File: src/rtl/vga_timing_gen.sv
// vga_timing_gen
// --------------
// VGA 640x480@60 raster timing generator. Runs on the 100 MHz system clock
// and emits a one-cycle pixel strobe every CLK_DIV cycles, so all downstream
// logic stays in the single i_clk domain.
//
// Active coordinates are 1-based (x 1..H_ACTIVE, y 1..V_ACTIVE) and read 0
// during blanking, so region compares downstream can use them directly.
//
// Ports:
//   i_clk          system clock
//   i_rst          asynchronous, active-high reset
//   o_pix_stb      one-cycle pixel strobe, every CLK_DIV cycles
//   o_x / o_y      active column / row, 0 in blanking
//   o_active       current pixel is visible
//   o_hsync/vsync  sync outputs, asserted level = SYNC_POL
//   o_line_start   pulses with o_pix_stb at h_cnt == 0
//   o_frame_start  pulses with o_pix_stb at h_cnt == 0, v_cnt == 0
//   o_frame_cnt    (VGA_TIMING_FRAME_CNT_EN only) 16-bit frame counter
//
// Optional build macro: VGA_TIMING_FRAME_CNT_EN adds o_frame_cnt.
//
// All outputs are registered from the counters with one i_clk of latency and
// change only on the edge that raises o_pix_stb; pixel h of line v appears on
// edge (v*H_TOTAL + h)*CLK_DIV + 1 after reset release.

module vga_timing_gen #(
    parameter int CLK_DIV  = 4,
    parameter int H_ACTIVE = 640,
    parameter int H_FP     = 16,
    parameter int H_SYNC   = 96,
    parameter int H_BP     = 48,
    parameter int V_ACTIVE = 480,
    parameter int V_FP     = 10,
    parameter int V_SYNC   = 2,
    parameter int V_BP     = 33,
    parameter int SYNC_POL = 0
) (
    input  logic        i_clk,
    input  logic        i_rst,
    output logic        o_pix_stb,
    output logic [10:0] o_x,
    output logic [9:0]  o_y,
    output logic        o_active,
    output logic        o_hsync,
    output logic        o_vsync,
    output logic        o_line_start,
`ifdef VGA_TIMING_FRAME_CNT_EN
    output logic        o_frame_start,
    output logic [15:0] o_frame_cnt
`else
    output logic        o_frame_start
`endif
);

    localparam int H_TOTAL = H_ACTIVE + H_FP + H_SYNC + H_BP;
    localparam int V_TOTAL = V_ACTIVE + V_FP + V_SYNC + V_BP;
    localparam int DW      = (CLK_DIV > 2) ? $clog2(CLK_DIV) : 1;

    // Counter-width constants keep every compare at native width.
    localparam logic [DW-1:0] DIV_LAST = DW'(CLK_DIV - 1);
    localparam logic [10:0]   H_ACT    = 11'(H_ACTIVE);
    localparam logic [10:0]   H_S0     = 11'(H_ACTIVE + H_FP);
    localparam logic [10:0]   H_S1     = 11'(H_ACTIVE + H_FP + H_SYNC - 1);
    localparam logic [10:0]   H_LAST   = 11'(H_TOTAL - 1);
    localparam logic [9:0]    V_ACT    = 10'(V_ACTIVE);
    localparam logic [9:0]    V_S0     = 10'(V_ACTIVE + V_FP);
    localparam logic [9:0]    V_S1     = 10'(V_ACTIVE + V_FP + V_SYNC - 1);
    localparam logic [9:0]    V_LAST   = 10'(V_TOTAL - 1);
    localparam logic          SYNC_ON  = SYNC_POL[0];

    logic [DW-1:0] div_cnt;
    logic [10:0]   h_cnt;
    logic [9:0]    v_cnt;

    // Combinational view of the pixel addressed by the current counters.
    logic pix_tick;
    logic act_c;
    logic hs_c;
    logic vs_c;
    logic frame_c;

    always_comb begin
        pix_tick = (div_cnt == '0);
        act_c    = (h_cnt < H_ACT) && (v_cnt < V_ACT);
        hs_c     = (h_cnt >= H_S0) && (h_cnt <= H_S1);
        vs_c     = (v_cnt >= V_S0) && (v_cnt <= V_S1);
        frame_c  = pix_tick && (h_cnt == '0) && (v_cnt == '0);
    end

    // Divider and raster counters; h/v step at the end of each pixel period,
    // so the next pixel is already addressed when div_cnt returns to 0.
    always_ff @(posedge i_clk or posedge i_rst) begin
        if (i_rst) begin
            div_cnt <= '0;
            h_cnt   <= '0;
            v_cnt   <= '0;
        end else if (div_cnt == DIV_LAST) begin
            div_cnt <= '0;
            if (h_cnt == H_LAST) begin
                h_cnt <= '0;
                v_cnt <= (v_cnt == V_LAST) ? '0 : v_cnt + 10'd1;
            end else begin
                h_cnt <= h_cnt + 11'd1;
            end
        end else begin
            div_cnt <= div_cnt + DW'(1);
        end
    end

    // Registered outputs. Levels refresh only on the strobe edge so they hold
    // for a full pixel period; pulses are single-cycle with the strobe.
    always_ff @(posedge i_clk or posedge i_rst) begin
        if (i_rst) begin
            o_pix_stb     <= 1'b0;
            o_x           <= '0;
            o_y           <= '0;
            o_active      <= 1'b0;
            o_hsync       <= ~SYNC_ON;
            o_vsync       <= ~SYNC_ON;
            o_line_start  <= 1'b0;
            o_frame_start <= 1'b0;
        end else begin
            o_pix_stb     <= pix_tick;
            o_line_start  <= pix_tick && (h_cnt == '0);
            o_frame_start <= frame_c;
            if (pix_tick) begin
                o_active <= act_c;
                o_x      <= act_c ? h_cnt + 11'd1 : '0;
                o_y      <= act_c ? v_cnt + 10'd1 : '0;
                o_hsync  <= hs_c ? SYNC_ON : ~SYNC_ON;
                o_vsync  <= vs_c ? SYNC_ON : ~SYNC_ON;
            end
        end
    end

`ifdef VGA_TIMING_FRAME_CNT_EN
    // The first frame start after reset is frame 0, so it only clears the
    // arm flag; every later frame start increments.
    logic first_frame;

    always_ff @(posedge i_clk or posedge i_rst) begin
        if (i_rst) begin
            o_frame_cnt <= '0;
            first_frame <= 1'b1;
        end else if (frame_c) begin
            if (first_frame) begin
                first_frame <= 1'b0;
            end else begin
                o_frame_cnt <= o_frame_cnt + 16'd1;
            end
        end
    end
`endif

endmodule

File: config.mk
export PLATFORM = sky130hd
export DESIGN_NAME = vga_timing_gen
export DESIGN_NICKNAME = d
export VERILOG_FILES = /design/src/rtl/vga_timing_gen.sv
export SDC_FILE = /design/constraint.sdc
export NUM_CORES = 1
export LEC_CHECK = 0
export BUFFER_PORTS_ARGS = -buffer_cell sky130_fd_sc_hd__buf_2
export CORE_MARGIN = 2
export CORE_UTILIZATION = 40
export CTS_CLUSTER_SIZE = 28
export DETAILED_ROUTE_END_ITERATION = 8
export GPL_ROUTABILITY_DRIVEN = 0
export HOLD_SLACK_MARGIN = 0.15
export PLACE_DENSITY = 0.54
export SLEW_MARGIN = 20
export SYNTH_ARGS = -nofsm -noshare
export SYNTH_HDL_FRONTEND = slang
export SYNTH_SLANG_ARGS = --single-unit
File: constraint.sdc
create_clock -name i_clk -period 1.85 [get_ports i_clk]
set_clock_uncertainty 0.05 [all_clocks]
set_input_delay 0.185 -clock i_clk [delete_from_list [all_inputs] [get_ports i_clk]]
set_output_delay 0.185 -clock i_clk [all_outputs]
set_load 0.01 [all_outputs]
* After elaboration in Yosys (flattened, before gate mapping)
Index checks and enable logic that the tools add are counted.
Operators by class: mux-type cells 7, reduce and logical (&&, ||, !) cells 9, add/sub/neg operators 3, magnitude comparators 6, equality and inequality tests 3
Operator list (count):
- two-way mux 11 bit | 2
- two-way mux 10 bit | 2
- adder 11 x 1 -> 11 bit (second input constant) | 1
- equality test 11 x 10 -> 1 bit (second input constant) | 1
- greater-or-equal comparator 11 x 10 -> 1 bit (second input constant) | 1
- less-or-equal comparator 11 x 10 -> 1 bit (second input constant) | 1
- logical NOT 11 bit | 1
- less-than comparator 11 x 10 -> 1 bit (second input constant) | 1
- adder 10 x 1 -> 10 bit (second input constant) | 1
- equality test 10 bit (second input constant) | 1
- greater-or-equal comparator 10 x 9 -> 1 bit (second input constant) | 1
- less-or-equal comparator 10 x 9 -> 1 bit (second input constant) | 1
- logical NOT 10 bit | 1
- less-than comparator 10 x 9 -> 1 bit (second input constant) | 1
- logical AND 1 bit | 5
- adder 2 x 1 -> 2 bit (second input constant) | 1
- equality test 2 bit (second input constant) | 1
- logical NOT 2 bit | 1
- two-way mux 1 bit | 2
- two-way mux 2 bit | 1
- AND reduction 2 bit | 1
Word-level totals: bits in registers 50

* Depth between registers and ports, before layout
Gate-level depths: netlist of run 1.
word-level depth 3, depth in mapped cells 8, depth with buffers taken out 6

* Least setup slack after synthesis of run 1
Ideal clock, no wire load.
path kind reg-to-reg, from reg h_cnt[0], to reg v_cnt[4], setup time 0.066 ns, cell stages (with the launch flop) 6, arrival 1.569 ns, path slack 0.165 ns, path buffers 0, cell sequence dfrtp_1 > ha_1 > and4_1 > nand4_2 > or4b_1 > nand2_1
On the way: longest elaborated chain between the ends 2
RTL lines:
- start, declared | RTL line 73 | logic [10:0] h_cnt;
- start signal, assigned | RTL line 104 | h_cnt <= h_cnt + 11'd1;
- equality test 11 x 10 -> 1 bit | RTL line 100 | if (h_cnt == H_LAST) begin
- AND reduction 2 bit (no source line)
- end signal, assigned | RTL line 102 | v_cnt <= (v_cnt == V_LAST) ? '0 : v_cnt + 10'd1;
- end, declared | RTL line 74 | logic [9:0] v_cnt;
No other way between the ends. A chain may end at the register's enable or synchronous reset.

* Worst setup path after layout of run 1
from reg h_cnt[1], to reg v_cnt[5]
The elaborated chain is that of the path after synthesis.

==> run_results.csv, run 1 <==
group,metric,value,unit
sta,worst_pin_slew,0.403,ns
sta,setup_viol,0,
pwr,cellLeakagePower,1.31,nW
sta,relSlewSlack,0.731,
final_layout,multi_input_area,958,sq um
sta,period_share,0.941,
pwr,pwr-share-clk,0.405,
die,core,5890,sq um
critical_path,end_kind,"register",
cts,cts_sinks,50,
route,routedWlPerCell,14.2,microns
synthesis,syn-num-nets,251,
pwr,pwr-share-seq,0.580,
cts,cts_inserted_buffers,5,
route,drt-initial-drc-count,70,
cts,clkLatencyLatePin,0.30,ns
cts,cts_max_path_buffers,2,
pwr,peakVddDrop,0.336,mV
cts,clockRootBuffer,"clkbuf_8",
route,routed_wl,5.05,mm
final_layout,num-nets-final,288,
sta,max_clock_freq,574,MHz
final_layout,fillers,579,
final_layout,seq_area,1250,sq um
place,dpl.hpwl,3.68,mm
route,postRouteAntennaNets,0,
die,fp.dieW,81.9,microns
critical_path,required,2.01,ns
synthesis,ys.flop_type,"dfrtp_1",
synthesis,ys_warn_count,0,
die,io_pins,29,
sta,rsz0062_at_grt,"true",
synthesis,synthesis.area,2430,sq um
global_route,grt_pass1_wl,8.42,mm
place,port_buffers,28,
sta,setup_slack,0.109,ns
route,drt-pass1-iter-count,4,
final_layout,drive_gt1_frac,0.235,
place,pre_cts_slack,0.0990,ns
final_layout,diodes,0,
critical_path,cp.arrival,1.90,ns
sta,hold_violations,0,
synthesis,ys_ff_latch,50,
final_layout,area_delta_synth_final,17.1,%
global_route,grt_pass1_vias,1668,
synthesis,netlist_instances,243,
global_route,track_usage,0.167,
cts,htreeDepth,2,
pwr,p_switching,385,uW
sta,min_period,1.74,ns
die,dieHeight,81.9,microns
critical_path,critPathLaunchType,"register",
synthesis,synth_edf_count,0,
route,drc,0,
synthesis,synthArstFlopShare,1.00,
critical_path,crit_path_max_fanout,7,
pwr,power.density,663,nW/um^2
sta,slew_viol_final,0,
global_route,gr-total-overflow,0,
cts,clk_pin_slew_worst_paths,0.09,ns
synthesis,ys_types,45,
pwr,p_int,1.50,mW
min_path,hp-class,"in -> async",
die,die-area,6700,sq um
global_route,grt_max_degree,34,
route,vias_per_cell,5.00,
die,start_util,0.412,
synthesis,syn_area_per_cell,9.98,sq um
synthesis,yosysSeqAreaShare,0.517,
critical_path,critical_path_class,"reg -> reg",
global_route,antenna_found_initial,0,
run,drv_cap,0,
run_status,status,"finished clean",
sta,finalSetupTns,0,ns
route,vias,1779,
cts,cts_setup_buffers,0,
cts,cts_tree,"built",
pwr,swShare,0.205,
pwr,pwr-share-comb,0.015,
die,rows,28,
[power groups by stage]
stage,sequential [mW],combinational [mW],clock [mW]
CTS,1.09,0.0309,0.796
floorplan,1.11,0.0160,0
finish,1.09,0.0285,0.761
detailed placement,1.11,0.0295,0
global placement,1.11,0.0290,0
global route,1.09,0.0341,0.843
[per-layer routing]
layer	vias up	part of all wire	global-route usage
met3	4	0.035	0.0330
met1	850	0.51	0.244
met5	-	0	0
met4	0	0.0095	0.0500
met2	27	0.45	0.249
li1	898	-	-
[repair_timing]
| action | in CTS | in global routing |
|---|---|---|
| endpoints found under the hold margin | 17 | 0 |
| setup endpoints to repair | 0 | 2 |
| hold buffers | 1 | 0 |
| resized for setup | 0 | 1 |
[critical path, cell delays in order (launching register included)]
cell and delay, ns:
dfrtp_1 0.41, ha_1 0.18, and4_2 0.31, and3_1 0.23, nand3_2 0.21, o31ai_2 0.25
[sequential cells by signal, summed over array words and instances (netlist names)]
register,cells
o_x,11
o_pix_stb,1
o_vsync,1
div_cnt,2
h_cnt,11
o_frame_start,1
o_active,1
v_cnt,10
o_y,10
o_hsync,1
o_line_start,1
[metrics by stage]
stage	cell area [sq um]	hold WS, ns	power (mW)	cells	utilization
4_1_cts	2840	0.368	1.92	356	0.482
3_5_place_dp	2720	0.151	1.14	347	0.462
6_report	2840	0.357	1.88	356	0.483
5_1_grt	2840	0.398	1.97	356	0.483
3_3_place_gp	2720	0.150	1.14	347	0.462
2_1_floorplan	2430	0.374	1.13	243	-
[placed cells by master (no fill, tap or decap), drive strengths merged, types with 2 or more instances in the layout]
cell type  instances
nor4b              2
dfstp              2
o22ai             20
o21a               2
nor2              10
o21ai             13
nand2             19
nor3               3
dfrtp             48
and3               3
xor2              10
inv               32
and4               4
xnor2             10
nor2b              3
nor4               3
ha                 6
nand4              8
clkinv             2
clkbuf             5
a21o               2
buf               47
and2               3
nand3              9
[synthesized netlist by cell type (2+ instances only)]
library cell	n	share of area
nand4_1	7	0.018
xnor2_1	10	0.036
nand3_1	8	0.017
and2_1	3	0.0077
buf_2	7	0.014
o22ai_1	20	0.052
nor2b_1	3	0.0077
nor3_1	3	0.0062
o21a_1	2	0.0062
inv_1	32	0.050
and3_1	3	0.0077
nor2_1	10	0.015
ha_1	6	0.031
buf_4	3	0.0093
nand2_1	19	0.029
o21ai_0	4	0.0083
nor4b_1	2	0.0072
xor2_1	10	0.036
dfstp_2	2	0.022
nor4_1	2	0.0052
dfrtp_1	48	0.50
o21ai_1	9	0.019
clkbuf_1	6	0.0093
and4_1	3	0.011
[layout make-up]
cell class	count	area share
repair buffers	48	0.107
multi-input cells	143	0.337
clock buffers	5	0.0242
inverters	32	0.0423
flip-flops and latches	50	0.441
well taps	75	0.0330
clock inverters	3	0.0141
[kinds of logic (layout without fill, tap and decap cells)]
logic type               after synthesis  count (layout)  share of synthesized area
AO/OA/AOI/OAI                         43              43                      0.111
XOR/XNOR                              20              20                     0.0722
adder cells (fa/ha/maj)                6               6                     0.0309
buffers and inverters                 50              88                     0.0887
flip-flops                            50              50                      0.517
multiplexers                           2               2                    0.00877
AND/OR/NAND/NOR                       72              72                      0.172
[path summary, 6_finish.rpt]
check | startpoint | to | slack, ns | cells past startpoint
max in group asynchronous | i_rst | o_vsync | 0.83 | 4
worst max register to register | h_cnt[1] | v_cnt[5] | 0.11 | 5
worst min-delay path | i_rst | o_y[9] | 0.36 | 3
worst min register to register | div_cnt[0] | div_cnt[0] | 0.40 | 1
min in group i_clk | div_cnt[0] | div_cnt[0] | 0.40 | 1
worst max-delay path | h_cnt[1] | v_cnt[5] | 0.11 | 5
(Power assumes the default switching activity.)
==> run 2: changes to the inputs <==
--- a/config.mk
+++ b/config.mk
@@ -5,14 +5,14 @@
 export SDC_FILE = /design/constraint.sdc
 export NUM_CORES = 1
 export LEC_CHECK = 0
-export BUFFER_PORTS_ARGS = -buffer_cell sky130_fd_sc_hd__buf_2
 export CORE_MARGIN = 2
 export CORE_UTILIZATION = 40
 export CTS_CLUSTER_SIZE = 28
 export DETAILED_ROUTE_END_ITERATION = 8
+export DONT_BUFFER_PORTS = 1
 export GPL_ROUTABILITY_DRIVEN = 0
 export HOLD_SLACK_MARGIN = 0.15
-export PLACE_DENSITY = 0.54
+export PLACE_DENSITY = 0.5
 export SLEW_MARGIN = 20
 export SYNTH_ARGS = -nofsm -noshare
 export SYNTH_HDL_FRONTEND = slang
==> run 2 against run 1 <==
  * Via count decreased by 3.4%
  * Largest power group unchanged
  * Critical path depth decreased by 1
  * Worst hold slack got worse by 0.10 ns
  * Utilization decreased by 2.2 points
  * Sequential cell count unchanged
  * Global-route usage decreased by 0.24 points
  * Fmax decreased by 1.6%
  * First-iteration DRC count increased by 5.7%
  * Sequential share of layout area increased by 2.1 points
  * Final cell count decreased by 7.3%
==> run_results.csv, run 2 (synthesis gave the netlist of run 1 again) <==
group,metric,value,unit
run_status,status,"finished clean",
route,routed_wl,5.02,mm
die,core,5890,sq um
critical_path,required,2.00,ns
die,rows,28,
cts,clockRootBuffer,"clkbuf_8",
sta,setup_viol,0,
pwr,power,1.88,mW
die,die-area,6700,sq um
die,start_util,0.412,
sta,setup_slack,0.0802,ns
global_route,track_usage,0.164,
route,drc,0,
place,pre_cts_slack,0.110,ns
critical_path,path_cells,"nor4_1 -> nand4_1 -> a211o_1 -> and2_1",
cts,htreeDepth,2,
final_layout,top_regs,"h_cnt (11), o_x (11)",
critical_path,cp-startpoint,"v_cnt[8]",
final_layout,final_common_cell,"dfrtp_1",
die,fp.dieW,81.9,microns
cts,cts_max_path_buffers,2,
route,routedWlPerCell,15.2,microns
pwr,cellLeakagePower,1.18,nW
sta,max_clock_freq,565,MHz
cts,cts_tree,"built",
route,postRouteAntennaNets,0,
final_layout,final_cell_mix,"dfrtp_1, inv_1, o22ai_1, buf_4, nand2_1",
global_route,grt_pass1_vias,1732,
critical_path,end_kind,"register",
pwr,peakVddDrop,0.346,mV
global_route,gr-total-overflow,0,
cts,clkLatencyLatePin,0.30,ns
critical_path,crit_path_max_fanout,5,
min_path,hp-class,"in -> async",
cts,cts_inserted_buffers,5,
route,vias,1719,
final_layout,post-route-util,0.461,
final_layout,drive_gt1_frac,0.149,
final_layout,num-nets-final,262,
place,port_buffers,0,
route,vias_per_cell,5.21,
critical_path,reg2reg_depth,4,
die,dieHeight,81.9,microns
route,drt-pass1-iter-count,4,
critical_path,cp_num_cells,4,
critical_path,critPathLaunchType,"register",
final_layout,diodes,0,
critical_path,reg2reg_from,"v_cnt[8]",
sta,min_period,1.77,ns
route,drt-initial-drc-count,74,
cts,cts_sinks,50,
pwr,power.density,693,nW/um^2
critical_path,r2r_slack,0.08,ns
global_route,grt_max_degree,36,
sta,finalSetupTns,0,ns
critical_path,cp_top_family,"simple AND/OR/NAND/NOR gates",
critical_path,critical_path_class,"reg -> reg",
critical_path,endpoint,"v_cnt[2]",
global_route,grt_pass1_wl,8.33,mm
global_route,antenna_found_initial,0,
final_layout,fillers,563,
sta,hold_violations,0,
place,dpl.hpwl,3.63,mm
critical_path,path_buf_inv,0,
sta,relSlewSlack,0.713,
sta,slew_viol_final,0,
run,drv_cap,0,
sta,rsz0062_at_grt,"false",
critical_path,critical_path.max_stage_delay,0.45,ns
critical_path,cp_slowest_cell,"nor4_1",
die,io_pins,29,
final_layout,area_delta_synth_final,11.8,%
critical_path,cp.arrival,1.92,ns
cts,clk_pin_slew_worst_paths,0.09,ns
sta,period_share,0.957,
critical_path,rr_endpoint,"v_cnt[2]",
sta,worst_pin_slew,0.427,ns
run 2: report_power, final:
group,internal [mW],switching [mW]
Sequential,1.09,0
Combinational,0.00592,0.0220
Clock,0.405,0.356
run 2: final cells by class:
cell class                 count  area, sq um  share of cell area
sequential                    50         1250               0.462
clock inverter                 1         30.0              0.0111
tap                           75         93.8              0.0346
clock buffer                   7         76.3              0.0281
multi-input combinational    143          958               0.353
inverter                      32          120              0.0443
timing repair buffer          22          180              0.0664
run 2: worst min-delay path by stage:
stage	startpoint	endpoint	depth (start not counted)
after CTS	i_rst	o_pix_stb	2
after global placement	i_rst	o_x[10]	1
final	i_rst	o_pix_stb	2
after floorplan	div_cnt[0]	div_cnt[0]	1
after global routing	i_rst	o_pix_stb	2
after detailed placement	i_rst	o_pix_stb	1
run 2: repair_timing:
action,CTS,global route
buffers inserted,0,0
endpoints found under the hold margin,49,0
setup endpoints to repair,0,1
hold buffers,1,0
resized for setup,0,1
run 2: stage by stage:
step / hold WS (ns) / cells / instance area [sq um]
5_1_grt: 0.280 / 330 / 2710
6_report: 0.255 / 330 / 2710
2_1_floorplan: 0.374 / 243 / 2430
4_1_cts: 0.256 / 330 / 2710
3_3_place_gp: 0.0104 / 321 / 2590
3_5_place_dp: 0.00877 / 321 / 2590
run 2: worst register-to-register path, cell delays in order, from the launching register on:
cell     delay, ns
dfrtp_1       0.44
nor4_1        0.45
nand4_1       0.26
a211o_1       0.34
and2_1        0.15
run 2: metal layers:
layer  wire (microns)  part of all wire  track usage
met5                0                 0            0
met4               49            0.0098       0.0483
met3              128             0.026       0.0330
met2             2600              0.52        0.290
met1             2230              0.44        0.201
